$ cat src/rtl/tap_pkg.sv
// rtl/tap_pkg.sv - TAP state encoding, instruction kinds, opcodes and IR capture pattern
package tap_pkg;

    typedef enum logic [3:0] {
        TLR    = 4'h0,
        RTI    = 4'h1,
        SEL_DR = 4'h2,
        CAP_DR = 4'h3,
        SH_DR  = 4'h4,
        EX1_DR = 4'h5,
        PA_DR  = 4'h6,
        EX2_DR = 4'h7,
        UPD_DR = 4'h8,
        SEL_IR = 4'h9,
        CAP_IR = 4'hA,
        SH_IR  = 4'hB,
        EX1_IR = 4'hC,
        PA_IR  = 4'hD,
        EX2_IR = 4'hE,
        UPD_IR = 4'hF
    } tap_state_t;

    typedef enum logic [2:0] {
        INS_EXTEST,
        INS_SAMPLE,
        INS_IDCODE,
        INS_RUNBIST,
        INS_CLAMP,
        INS_HIGHZ,
        INS_BYPASS
    } instr_t;

    localparam int unsigned OP_EXTEST  = 0;
    localparam int unsigned OP_SAMPLE  = 1;
    localparam int unsigned OP_IDCODE  = 2;
    localparam int unsigned OP_RUNBIST = 3;
    localparam int unsigned OP_CLAMP   = 4;
    localparam int unsigned OP_HIGHZ   = 5;

    localparam logic [1:0] IR_CAPTURE = 2'b01;

endpackage

$ cat src/rtl/tap_fsm.sv
// rtl/tap_fsm.sv - 16-state IEEE 1149.1 TAP controller state machine
module tap_fsm
    import tap_pkg::*;
(
    input  logic       TCK,
    input  logic       TRST_N,
    input  logic       TMS,
    output tap_state_t state_o
);

    tap_state_t state_q, state_d;

    always_ff @(posedge TCK or negedge TRST_N) begin
        if (!TRST_N) state_q <= TLR;
        else         state_q <= state_d;
    end

    always_comb begin
        state_d = state_q;
        case (state_q)
            TLR:     state_d = TMS ? TLR    : RTI;
            RTI:     state_d = TMS ? SEL_DR : RTI;
            SEL_DR:  state_d = TMS ? SEL_IR : CAP_DR;
            CAP_DR:  state_d = TMS ? EX1_DR : SH_DR;
            SH_DR:   state_d = TMS ? EX1_DR : SH_DR;
            EX1_DR:  state_d = TMS ? UPD_DR : PA_DR;
            PA_DR:   state_d = TMS ? EX2_DR : PA_DR;
            EX2_DR:  state_d = TMS ? UPD_DR : SH_DR;
            UPD_DR:  state_d = TMS ? SEL_DR : RTI;
            SEL_IR:  state_d = TMS ? TLR    : CAP_IR;
            CAP_IR:  state_d = TMS ? EX1_IR : SH_IR;
            SH_IR:   state_d = TMS ? EX1_IR : SH_IR;
            EX1_IR:  state_d = TMS ? UPD_IR : PA_IR;
            PA_IR:   state_d = TMS ? EX2_IR : PA_IR;
            EX2_IR:  state_d = TMS ? UPD_IR : SH_IR;
            UPD_IR:  state_d = TMS ? SEL_DR : RTI;
            default: state_d = TLR;
        endcase
    end

    always_comb begin
        state_o = state_q;
    end

endmodule

$ cat src/rtl/jtag_tap_param.sv
// rtl/jtag_tap_param.sv - parametrised TAP with IR, bypass/IDCODE/BS registers; JTAG_TAP_RUNBIST_EN adds the BIST register
module jtag_tap_param
    import tap_pkg::*;
#(
    parameter int unsigned IR_LEN     = 4,
    parameter int unsigned BS_LEN     = 10,
    parameter int unsigned BIST_W     = 16,
    parameter logic [31:0] IDCODE_VAL = 32'h1000_0001
) (
    input  logic              TCK,
    input  logic              TRST_N,
    input  logic              TMS,
    input  logic              TDI,
    output logic              TDO,
    output logic              TDO_EN,
    input  logic [BS_LEN-1:0] Par_BS_in,
    output logic [BS_LEN-1:0] Par_BS_out,
    output logic              BS_HIGHZ,
    input  logic [BIST_W-1:0] To_BIST_reg,
    output logic [BIST_W-1:0] From_BIST_reg,
    output logic              BIST_FSM_RES,
    output logic              BIST_clk_en,
    output logic              BIST_Mode_Sel
);

    tap_state_t        state;
    instr_t            instr;
    logic [IR_LEN-1:0] ir_shift_q, ir_shift_d, ir_q, ir_d;
    logic              bypass_q, bypass_d;
    logic [31:0]       id_q, id_d;
    logic [BS_LEN-1:0] bs_shift_q, bs_shift_d, bs_upd_q, bs_upd_d;
    logic              tdo_q, tdo_d, tdo_en_q, tdo_en_d;
    logic              sel_id, sel_bs, sel_bist, bist_tdo;

    tap_fsm u_fsm (
        .TCK     (TCK),
        .TRST_N  (TRST_N),
        .TMS     (TMS),
        .state_o (state)
    );

    // Unlisted opcodes (and RUNBIST when the BIST register is absent) fall to BYPASS.
    always_comb begin
        instr = INS_BYPASS;
        case (ir_q)
            IR_LEN'(OP_EXTEST):  instr = INS_EXTEST;
            IR_LEN'(OP_SAMPLE):  instr = INS_SAMPLE;
            IR_LEN'(OP_IDCODE):  instr = INS_IDCODE;
`ifdef JTAG_TAP_RUNBIST_EN
            IR_LEN'(OP_RUNBIST): instr = INS_RUNBIST;
`endif
            IR_LEN'(OP_CLAMP):   instr = INS_CLAMP;
            IR_LEN'(OP_HIGHZ):   instr = INS_HIGHZ;
            default:             instr = INS_BYPASS;
        endcase
    end

    assign sel_id   = (instr == INS_IDCODE);
    assign sel_bs   = (instr == INS_EXTEST) || (instr == INS_SAMPLE);
    assign sel_bist = (instr == INS_RUNBIST);

    always_comb begin
        ir_shift_d = ir_shift_q;
        ir_d       = ir_q;
        case (state)
            TLR:     ir_d       = IR_LEN'(OP_IDCODE);
            CAP_IR:  ir_shift_d = IR_LEN'(IR_CAPTURE);
            SH_IR:   ir_shift_d = {TDI, ir_shift_q[IR_LEN-1:1]};
            UPD_IR:  ir_d       = ir_shift_q;
            default: ;
        endcase
    end

    always_comb begin
        bypass_d   = bypass_q;
        id_d       = id_q;
        bs_shift_d = bs_shift_q;
        bs_upd_d   = bs_upd_q;
        case (state)
            CAP_DR: begin
                bypass_d = 1'b0;
                if (sel_id) id_d       = IDCODE_VAL;
                if (sel_bs) bs_shift_d = Par_BS_in;
            end
            SH_DR: begin
                bypass_d = TDI;
                if (sel_id) id_d       = {TDI, id_q[31:1]};
                if (sel_bs) bs_shift_d = {TDI, bs_shift_q[BS_LEN-1:1]};
            end
            UPD_DR: if (sel_bs) bs_upd_d = bs_shift_q;
            default: ;
        endcase
    end

    always_ff @(posedge TCK or negedge TRST_N) begin
        if (!TRST_N) begin
            ir_shift_q <= '0;
            ir_q       <= IR_LEN'(OP_IDCODE);
            bypass_q   <= 1'b0;
            id_q       <= '0;
            bs_shift_q <= '0;
            bs_upd_q   <= '0;
        end else begin
            ir_shift_q <= ir_shift_d;
            ir_q       <= ir_d;
            bypass_q   <= bypass_d;
            id_q       <= id_d;
            bs_shift_q <= bs_shift_d;
            bs_upd_q   <= bs_upd_d;
        end
    end

    always_comb begin
        tdo_d = bypass_q;
        if (state == SH_IR) tdo_d = ir_shift_q[0];
        else if (sel_id)    tdo_d = id_q[0];
        else if (sel_bs)    tdo_d = bs_shift_q[0];
        else if (sel_bist)  tdo_d = bist_tdo;
        tdo_en_d = (state == SH_DR) || (state == SH_IR);
    end

    // Falling-edge retiming gives the pin a half-cycle of hold against the next rising edge.
    always_ff @(negedge TCK or negedge TRST_N) begin
        if (!TRST_N) begin
            tdo_q    <= 1'b0;
            tdo_en_q <= 1'b0;
        end else begin
            tdo_q    <= tdo_d;
            tdo_en_q <= tdo_en_d;
        end
    end

    assign TDO        = tdo_q;
    assign TDO_EN     = tdo_en_q;
    assign BS_HIGHZ   = (instr == INS_HIGHZ);
    assign Par_BS_out = ((instr == INS_EXTEST) || (instr == INS_CLAMP)) ? bs_upd_q : Par_BS_in;

`ifdef JTAG_TAP_RUNBIST_EN
    logic [BIST_W-1:0] bist_shift_q, bist_shift_d, bist_upd_q, bist_upd_d;

    always_comb begin
        bist_shift_d = bist_shift_q;
        bist_upd_d   = bist_upd_q;
        if (sel_bist) begin
            case (state)
                CAP_DR:  bist_shift_d = To_BIST_reg;
                SH_DR:   bist_shift_d = {TDI, bist_shift_q[BIST_W-1:1]};
                UPD_DR:  bist_upd_d   = bist_shift_q;
                default: ;
            endcase
        end
    end

    always_ff @(posedge TCK or negedge TRST_N) begin
        if (!TRST_N) begin
            bist_shift_q <= '0;
            bist_upd_q   <= '0;
        end else begin
            bist_shift_q <= bist_shift_d;
            bist_upd_q   <= bist_upd_d;
        end
    end

    assign bist_tdo      = bist_shift_q[0];
    assign From_BIST_reg = bist_upd_q;
    assign BIST_Mode_Sel = sel_bist;
    assign BIST_clk_en   = sel_bist && (state == RTI);
    assign BIST_FSM_RES  = sel_bist && (state == UPD_DR);
`else
    logic unused_bist;
    assign unused_bist   = ^To_BIST_reg;
    assign bist_tdo      = 1'b0;
    assign From_BIST_reg = '0;
    assign BIST_Mode_Sel = 1'b0;
    assign BIST_clk_en   = 1'b0;
    assign BIST_FSM_RES  = 1'b0;
`endif

endmodule

$ cat config.mk
export PLATFORM = sky130hd
export DESIGN_NAME = jtag_tap_param
export DESIGN_NICKNAME = d
export VERILOG_FILES = /design/src/rtl/tap_pkg.sv /design/src/rtl/tap_fsm.sv /design/src/rtl/jtag_tap_param.sv
export SDC_FILE = /design/constraint.sdc
export NUM_CORES = 1
export LEC_CHECK = 0
export BUFFER_PORTS_ARGS = -buffer_cell sky130_fd_sc_hd__buf_4
export CAP_MARGIN = 20
export CORE_MARGIN = 2
export CORE_UTILIZATION = 40
export DETAILED_ROUTE_END_ITERATION = 12
export PLACE_DENSITY_LB_ADDON = 0.1
export SLEW_MARGIN = 10
export SYNTH_ARGS = -nofsm -noshare
export SYNTH_HDL_FRONTEND = slang
export SYNTH_SLANG_ARGS = --single-unit
$ cat constraint.sdc
create_clock -name TCK -period 5.4 [get_ports TCK]
set_input_delay 0 -clock TCK [delete_from_list [all_inputs] [get_ports TCK]]
set_output_delay 0 -clock TCK [all_outputs]
set_load 0.1 [all_outputs]
==> run_results.csv, run 1 <==
group,metric,value,unit
status,status,"complete, no violations",
synthesis,synth_area_leaders,"dfrtp_1 50%, mux2_2 11%, a22o_1 8.3%",
synthesis,synth_xor_area_frac,0.00275,
synthesis,synthFlopType,"dfrtp_1",
timing,slew_headroom,0.399,
synthesis,yosys.area_share.simple,0.0846,
die,die_y,93.2,µm
clock_network,cts_resized,0,
final_layout,multi_input_area,0.00131,mm²
clock_network,cts_tree,"done",
synthesis,synth.top_cell.area_share,0.504,
power_and_ir_drop,total_power,1.95,mW
synthesis,ys_seq_area_frac,0.528,
final_layout,final_layout_size_suffix_gt1_frac,0.307,
synthesis,synth-edff-count,0,
critical_path,required,3.05,ns
die,start_util,0.411,
final_layout,fillers,747,
global_route,track_usage,0.140,
timing,finalHoldViolations,0,
routing,vias,1995,
critical_path,cp.arrival,2.03,ns
global_route,grt_first_pass_wirelength,9.36,mm
timing,finalSetupViolCount,0,
synthesis,synthMuxAreaShare,0.152,
critical_path,worstSetupPathType,"reg -> reg",
critical_path,worst_setup_path_end_kind,"flop",
final_layout,register_area,0.00168,mm²
synthesis,synth-seq-cells,67,
timing,clock_skew,0.0120,ns
clock_network,root_buffer,"clkbuf_8",
final_layout,final_cells,392,
global_route,grt_pass1_vias,1909,
timing,rsz0062_at_grt,"no",
clock_network,clock-sinks,67,
timing,whs,0.0279,ns
final_layout,fin_nets,315,
routing,final_antenna_net_count,0,
timing,maxSlewViolCount,0,
die,num_io_pins,62,
final_layout,fin_area,0.00358,mm²
place,dp_hpwl,3.63,mm
synthesis,synth_commonest_cells,"64 x dfrtp_1, 31 x mux2_2, 30 x a22o_1",
timing,tightestPinTransition,0.897,ns
clock_network,clockBufferDepth,2,
clock_network,cts.htree.levels,3,
place,place_ws,1.04,ns
clock_network,ctsHoldBuffers,3,
synthesis,synth_top_family_by_area,"multiplexers",
die,row_count,32,
hold_path,min_path_type,"in -> reg",
routing,drc,0,
final_layout,antenna_cells,0,
die,fp.dieW,93.2,µm
synthesis,netlist_area,0.00318,mm²
routing,routed_wl,5.63,mm
synthesis,synth-compound-area-share,0.148,
global_route,grt_start_max_net_pins,50,
synthesis,yosysWarningCount,0,
clock_network,postCtsSetupBuffers,0,
die,core_area,0.00773,mm²
place,port_buffers,26,
place,place_congestion,0.701,
routing,wl_per_cell,14.4,µm
global_route,antenna_found_initial,0,
timing,setup_tns,0,ns
synthesis,yosys.area_share.adder,0,
global_route,grt-ovfl-total,0,
clock_network,clk_pin_slew,0.07,ns
critical_path,cp_max_fo,20,
run,maxCapViolCount,0,
routing,routed_via_density,5.09,
power_and_ir_drop,p_leak,1.72,nW
die,die_area,0.00868,mm²
power_and_ir_drop,max-vdd-ir-drop,0.240,mV
clock_network,cts_made_buffers,9,
synthesis,synth_area_per_cell,12.1,µm²
place,dpl_cell_area,0.00336,mm²
synthesis,synth.distinct_cells,46,
final_layout,finish.utilization,0.463,
synthesis,yosysTopAreaCell,"dfrtp_1",
place,dp_cells,373,
clock_network,clkLatencyLatePin,0.34,ns
synthesis,synth_cells,263,
final_layout,syn2layout_area_growth,12.6,%
routing,drt_pass1_iterations,4,
power_and_ir_drop,p_per_area,544,mW/mm²
synthesis,synth.most_common_cell,"dfrtp_1",
critical_path,worstSetupStartpointType,"flop",
routing,drt_iter0_drc,72,
synthesis,async_reset_ff_frac,1.00,
timing,fin_ws,1.02,ns
-- layout make-up --
type | instances | share of cell area
Clock inverter | 6 | 0.0182
Multi-Input combinational cell | 168 | 0.365
Timing Repair Buffer | 32 | 0.0692
Clock buffer | 10 | 0.0357
Tap cell | 102 | 0.0357
Sequential cell | 67 | 0.469
Inverter | 7 | 0.00734
-- routing by layer --
| layer | part of all wire | up-vias | track usage |
|---|---|---|---|
| met2 | 0.48 | 26 | 0.220 |
| met5 | 0 | - | 0 |
| li1 | - | 966 | - |
| met1 | 0.47 | 998 | 0.180 |
| met3 | 0.029 | 5 | 0.0516 |
| met4 | 0.013 | 0 | 0.0441 |
-- layout by cell type, fill, tap and decap left out, types with 4 or more instances in the layout --
cell,synthesis,routed
o21ai_0,6,6
mux2_2,31,31
conb_1,1,19
nor3_1,4,4
buf_4,19,29
a21oi_1,6,6
a22o_1,30,30
nand2_1,10,10
nor2_1,10,10
inv_1,7,7
mux2_4,9,9
clkbuf_8,0,9
dfrtp_1,64,64
-- worst paths after layout --
kind | from | endpoint | slack [ns] | depth (start not counted)
max in group asynchronous | TRST_N | TDO_EN | 2.49 | 2
max reg2reg | u_fsm.state_o[1] | TDO_EN | 1.02 | 2
min in group asynchronous | TRST_N | id_q[4] | 0.07 | 2
max | u_fsm.state_o[1] | TDO_EN | 1.02 | 2
min reg2reg | id_q[31] | id_q[31] | 0.49 | 1
min | Par_BS_in[5] | bs_shift_q[5] | 0.03 | 3
-- power by group --
group / leakage (nW) / internal [mW] / switching, mW
sequential: 0.896 / 0.630 / 0.158
combinational: 0.726 / 0.278 / 0.472
clock: 0.0966 / 0.214 / 0.193
-- critical path, cell delays in order, from the launching register on --
cell	delay, ns
dfrtp_1	0.61
or4b_1	0.92
nand2_1	0.16
-- flip-flops by register name, summed over array words and instances (netlist names), 4 cells and up --
name           cells
bs_shift_q        10
bs_upd_q          10
id_q              32
ir_q               4
ir_shift_q         4
u_fsm.state_o      4
-- kinds of logic (layout without fill, tap and decap cells) --
family | Yosys count | count (layout)
flip-flops | 67 | 67
buffers and inverters | 46 | 55
multiplexers | 40 | 40
XOR/XNOR | 1 | 1
other | 1 | 19
AND/OR/NAND/NOR | 47 | 47
AO/OA/AOI/OAI | 61 | 61
(Power assumes the default switching activity.)
==> run 2: changes to the inputs <==
==> constraint.sdc (replaced) <==
create_clock -name TCK -period 3.7 [get_ports TCK]
set_input_delay 0 -clock TCK [delete_from_list [all_inputs] [get_ports TCK]]
set_output_delay 0 -clock TCK [all_outputs]
set_load 0.1 [all_outputs]
==> run 2 against run 1 <==
Compared with the run above:
- worst setup slack got worse by 0.35 ns
- power is 47% higher
- count of clock-buffer cells in the layout is 1 higher
- sequential cell count unchanged
- wire length rose by 1.7%
- die area unchanged
- core utilization rose by 0.39 points
- clock power up 42%
- global-route usage grew 0.78 points
- sequential power rose by 36%
- register-to-register slack worse by 0.35 ns
- critical endpoint is now TDO
- largest power group is now combinational cells
- highest routed layer unchanged
==> run_results.csv, run 2 (synthesis results as in run 1) <==
group,metric,value,unit
die,core_area,0.00773,mm²
hold_path,min_path_type,"in -> reg",
timing,finalHoldViolations,0,
routing,wl_per_cell,14.4,µm
routing,vias,1986,
power_and_ir_drop,total_power,2.87,mW
critical_path,r2r_end,"TDO",
final_layout,fin_nets,320,
final_layout,top_regs,"id_q x32, bs_shift_q x10, bs_upd_q x10",
clock_network,cts_resized,0,
global_route,track_usage,0.148,
final_layout,fillers,714,
status,status,"complete, no violations",
die,start_util,0.411,
routing,routed_via_density,5.00,
routing,final_antenna_net_count,0,
routing,route.met2.wl,2.75,mm
timing,rsz0062_at_grt,"no",
final_layout,top_register,"id_q",
final_layout,largest_register_ffs,32,
routing,met1Wirelength,2.75,mm
power_and_ir_drop,max-vdd-ir-drop,0.334,mV
routing,highest_layer,"met4",
critical_path,worstSetupStartpointType,"flop",
run,maxCapViolCount,0,
die,die_area,0.00868,mm²
hold_path,holdPathEnd,"bs_shift_q[5]",
global_route,grt_start_max_net_pins,46,
place,port_buffers,26,
timing,clock_skew,0.0173,ns
final_layout,mostFrequentLayoutCells,"64 x dfrtp_1, 34 x buf_4, 31 x mux2_2, 30 x a22o_1, 19 x conb_1",
critical_path,cp.arrival,1.50,ns
clock_network,root_buffer,"clkbuf_8",
die,num_io_pins,62,
place,place_ws,0.689,ns
power_and_ir_drop,p_leak,1.74,nW
place,dp_hpwl,3.70,mm
critical_path,rr_worst_depth,3,
critical_path,ff2ff_setup_slack,0.67,ns
final_layout,antenna_cells,0,
global_route,grt-ovfl-total,0,
critical_path,cp_max_fo,9,
final_layout,final_common_cell,"dfrtp_1",
clock_network,clk_pin_slew,0.08,ns
timing,maxSlewViolCount,0,
global_route,grt_pass1_vias,1964,
routing,drt_iter0_drc,105,
place,place_congestion,0.710,
timing,slew_headroom,0.380,
routing,routed_wl,5.73,mm
clock_network,cts.htree.levels,3,
die,fp.dieW,93.2,µm
timing,whs,0.0268,ns
critical_path,worst_setup_path_end_kind,"flop",
final_layout,register_area,0.00168,mm²
routing,met3_length,166,µm
hold_path,holdCritStartpoint,"Par_BS_in[5]",
final_layout,syn2layout_area_growth,13.5,%
timing,tightestPinTransition,0.925,ns
clock_network,cts_made_buffers,9,
timing,fin_ws,0.672,ns
routing,drt_pass1_iterations,7,
die,row_count,32,
final_layout,final_layout_size_suffix_gt1_frac,0.315,
clock_network,cts_tree,"done",
global_route,antenna_found_initial,0,
clock_network,clockBufferDepth,2,
critical_path,worstSetupPathType,"reg -> reg",
clock_network,clock-sinks,67,
clock_network,clkLatencyLatePin,0.34,ns
critical_path,rr_startpoint,"ir_q[1]",
critical_path,required,2.18,ns
hold_path,whs_path_depth,3,
die,die_y,93.2,µm
global_route,grt_first_pass_wirelength,10.0,mm
timing,setup_tns,0,ns
final_layout,multi_input_area,0.00131,mm²
routing,drc,0,
timing,finalSetupViolCount,0,
power_and_ir_drop,p_per_area,794,mW/mm²
[run 2: worst max-delay path by stage]
stage,from,end,cells after the start
2_1_floorplan,u_fsm.state_o[3],TDO,5
3_3_place_gp,ir_q[1],TDO,3
3_5_place_dp,ir_q[1],TDO,3
4_1_cts,ir_q[1],TDO,3
5_1_grt,ir_q[1],TDO,3
6_report,ir_q[1],TDO,3
[run 2: worst max-delay path: stages (launching register included)]
cell	delay (ns)
dfstp_2	0.62
nand3b_1	0.10
a211o_1	0.30
a31oi_1	0.16
[run 2: final cells by class]
class                           count  area share
Clock buffer                       11      0.0364
Sequential cell                    67       0.465
Timing Repair Buffer               37      0.0791
Multi-Input combinational cell    168       0.362
Clock inverter                      5      0.0149
Inverter                            7     0.00728
Tap cell                          102      0.0354
[run 2: where the power goes]
group | switching, mW | internal [mW] | leakage [nW]
logic | 0.785 | 0.436 | 0.750
registers | 0.146 | 0.922 | 0.896
clock network | 0.266 | 0.309 | 0.0971
total | 1.20 | 1.67 | 1.74
[run 2: through the flow]
stage	instance area (µm²)	util	cells
after detailed placement	3390	0.439	378
after CTS	3610	0.467	397
after floorplan	3250	-	281
after global routing	3610	0.467	397
final	3610	0.467	397
after global placement	3390	0.439	378
[run 2: layer usage]
layer	vias to the layer above	track usage
li1	972	-
met1	983	0.206
met2	26	0.220
met3	5	0.0508
met4	0	0.0404
met5	-	0
[run 2: timing repair]
action	CTS	global route
hold buffers	3	0
endpoints found under the hold margin	26	0
setup buffers	0	0
==> run 3: changes to the inputs <==
--- a/config.mk
+++ b/config.mk
@@ -5,6 +5,7 @@
 export SDC_FILE = /design/constraint.sdc
 export NUM_CORES = 1
 export LEC_CHECK = 0
+export ABC_AREA = 1
 export BUFFER_PORTS_ARGS = -buffer_cell sky130_fd_sc_hd__buf_4
 export CAP_MARGIN = 20
 export CORE_MARGIN = 2
==> constraint.sdc (replaced) <==
create_clock -name TCK -period 2.7 [get_ports TCK]
set_input_delay 0 -clock TCK [delete_from_list [all_inputs] [get_ports TCK]]
set_output_delay 0 -clock TCK [all_outputs]
set_load 0.1 [all_outputs]
==> run 3 against run 2 <==
Compared with the run above:
- register-to-register slack lost 0.53 ns
- non-clock buffer count grew 6
- highest routed layer unchanged
- synthesized area grew 0.59%
- critical path type unchanged
- final cell count grew 32%
- synthesized cell count grew 45%
- global-route usage grew 1.4 points
- via count grew 26%
- design area grew 4.0%
- critical path depth grew 1
- first-iteration DRC count grew 64%
==> run_results.csv, run 3 <==
group,metric,value,unit
clock_network,clockBufferDepth,2,
die,core_area,0.00773,mm²
power_and_ir_drop,max-vdd-ir-drop,0.390,mV
run,maxCapViolCount,0,
clock_network,cts_resized,0,
final_layout,mostFrequentLayoutCells,"124 x nand2_1, 64 x dfrtp_1, 43 x nand3_1, 31 x buf_4, 26 x inv_1",
place,port_buffers,26,
final_layout,antenna_cells,0,
final_layout,syn2layout_area_growth,17.3,%
synthesis,ys_seq_area_frac,0.525,
die,start_util,0.414,
routing,routed_wl,6.29,mm
clock_network,postCtsSetupBuffers,0,
die,num_io_pins,62,
critical_path,worstSetupPathType,"reg -> reg",
final_layout,multi_input_area,0.00125,mm²
synthesis,synthFlopType,"dfrtp_1",
synthesis,synth.distinct_cells,30,
clock_network,clkLatencyLatePin,0.34,ns
timing,setup_tns,0,ns
timing,finalSetupViolCount,0,
place,place_congestion,0.904,
die,fp.dieW,93.4,µm
synthesis,synth_cells,381,
timing,maxSlewViolCount,0,
status,status,"complete, no violations",
synthesis,netlist_area,0.00320,mm²
timing,slew_headroom,0.457,
clock_network,cts_made_buffers,9,
synthesis,synth_area_per_cell,8.39,µm²
synthesis,synth.top_cell.area_share,0.501,
routing,drt_iter0_drc,172,
die,die_y,93.4,µm
routing,drt_pass1_iterations,4,
final_layout,fillers,759,
routing,highest_layer,"met4",
synthesis,yosysTopAreaCell,"dfrtp_1",
timing,rsz0062_at_grt,"no",
critical_path,worstSetupStartpointType,"flop",
routing,vias,2497,
global_route,grt-ovfl-total,0,
clock_network,clk_pin_slew,0.07,ns
clock_network,ctsHoldBuffers,12,
global_route,grt_start_max_net_pins,66,
place,dp_hpwl,3.99,mm
routing,final_antenna_net_count,0,
final_layout,fin_area,0.00375,mm²
timing,clock_skew,0.0158,ns
routing,route.met2.wl,2.74,mm
critical_path,cp.arrival,1.39,ns
routing,routed_via_density,4.75,
critical_path,cp_max_fo,3,
final_layout,final_common_cell,"nand2_1",
final_layout,register_area,0.00168,mm²
clock_network,root_buffer,"clkbuf_8",
routing,drc,0,
global_route,antenna_found_initial,0,
synthesis,synth_commonest_cells,"124 x nand2_1, 64 x dfrtp_1, 43 x nand3_1",
timing,finalHoldViolations,0,
die,row_count,32,
place,dpl_cell_area,0.00340,mm²
global_route,grt_pass1_vias,2318,
final_layout,top_register,"id_q",
synthesis,async_reset_ff_frac,1.00,
synthesis,synth-seq-cells,67,
final_layout,top_regs,"id_q x32, bs_shift_q x10, bs_upd_q x10",
final_layout,final_layout_size_suffix_gt1_frac,0.160,
power_and_ir_drop,p_per_area,1010,mW/mm²
synthesis,synth-edff-count,0,
clock_network,cts_tree,"done",
critical_path,required,1.54,ns
place,place_ws,0.159,ns
routing,wl_per_cell,12.0,µm
synthesis,synth.most_common_cell,"nand2_1",
synthesis,yosysWarningCount,0,
global_route,track_usage,0.162,
power_and_ir_drop,p_leak,1.99,nW
clock_network,clock-sinks,67,
clock_network,cts.htree.levels,3,
routing,met3_length,311,µm
final_layout,fin_nets,449,
die,die_area,0.00873,mm²
routing,met1Wirelength,3.12,mm
final_layout,finish.utilization,0.485,
final_layout,largest_register_ffs,32,
timing,fin_ws,0.147,ns
timing,tightestPinTransition,0.814,ns
synthesis,synth_area_leaders,"dfrtp_1 50%, nand2_1 15%, nand3_1 6.7%",
critical_path,worst_setup_path_end_kind,"flop",
global_route,grt_first_pass_wirelength,11.0,mm
hold_path,min_path_type,"in -> reg",
==> run 3: changes by cell type in the layout (fill, tap and decap cells not counted), sizes merged, moves of 4 or more <==
cell,previous run,this run
nor2,10,14
a22o,30,0
nand2,10,128
nor3,5,1
dlygate4sd3,3,12
o21ai,7,41
inv,7,30
mux2,40,9
nand3,2,43
==> run 3: power by group <==
part,total [mW],switching (mW),internal [mW],leakage [nW]
registers,1.47,0.166,1.31,0.873
logic,1.36,1.00,0.358,1.01
clock network,0.947,0.378,0.569,0.113
total,3.78,1.54,2.23,1.99
==> run 3: area by class of cell <==
| cell class | instances | share of cell area |
|---|---|---|
| Sequential cell | 67 | 0.447 |
| Multi-Input combinational cell | 268 | 0.333 |
| Timing Repair Buffer | 43 | 0.0941 |
| Clock buffer | 12 | 0.0414 |
| Tap cell | 102 | 0.0340 |
| Inverter | 30 | 0.0307 |
| Clock inverter | 4 | 0.0193 |
==> run 3: worst paths after layout <==
kind	from	to	slack, ns	cells after the start
setup / recovery	ir_q[1]	TDO	0.15	4
hold / removal	Par_BS_in[9]	bs_shift_q[9]	0.06	5
setup reg to reg	ir_q[1]	TDO	0.15	4
hold reg to reg	id_q[13]	id_q[13]	0.47	2
max in group asynchronous	TRST_N	TDO_EN	1.30	2
min in group asynchronous	TRST_N	bs_upd_q[4]	0.44	3
==> run 3: cells by family after synthesis <==
kind of cell           Yosys count  synth area share
and+or+nand+nor                189             0.254
buffers and inverters           64             0.106
DFF                             67             0.525
AOI/OAI and AO/OA               51            0.0833
other                            1           0.00117
muxes                            9            0.0317
==> run 3: worst max-delay path, cell delays in order, from the launching register on <==
cell and delay (ns):
dfstp_2 0.54, nand3_1 0.11, or2_2 0.29, nand3_1 0.07, nand2_1 0.05
==> run 3: per-stage QoR <==
| stage | hold slack, ns | std cells | total power [mW] |
|---|---|---|---|
| 5_1_grt | 0.0535 | 526 | 4.04 |
| 6_report | 0.0594 | 526 | 3.78 |
| 3_5_place_dp | 0.252 | 498 | 2.84 |
| 2_1_floorplan | -0.296 | 399 | 2.57 |
| 3_3_place_gp | 0.239 | 498 | 2.83 |
| 4_1_cts | 0.0388 | 526 | 3.82 |
==> run 3: routing by layer <==
layer,up-vias,track usage
met5,-,0
met4,0,0.0699
met3,10,0.0411
met2,64,0.251
met1,1167,0.214
li1,1256,-
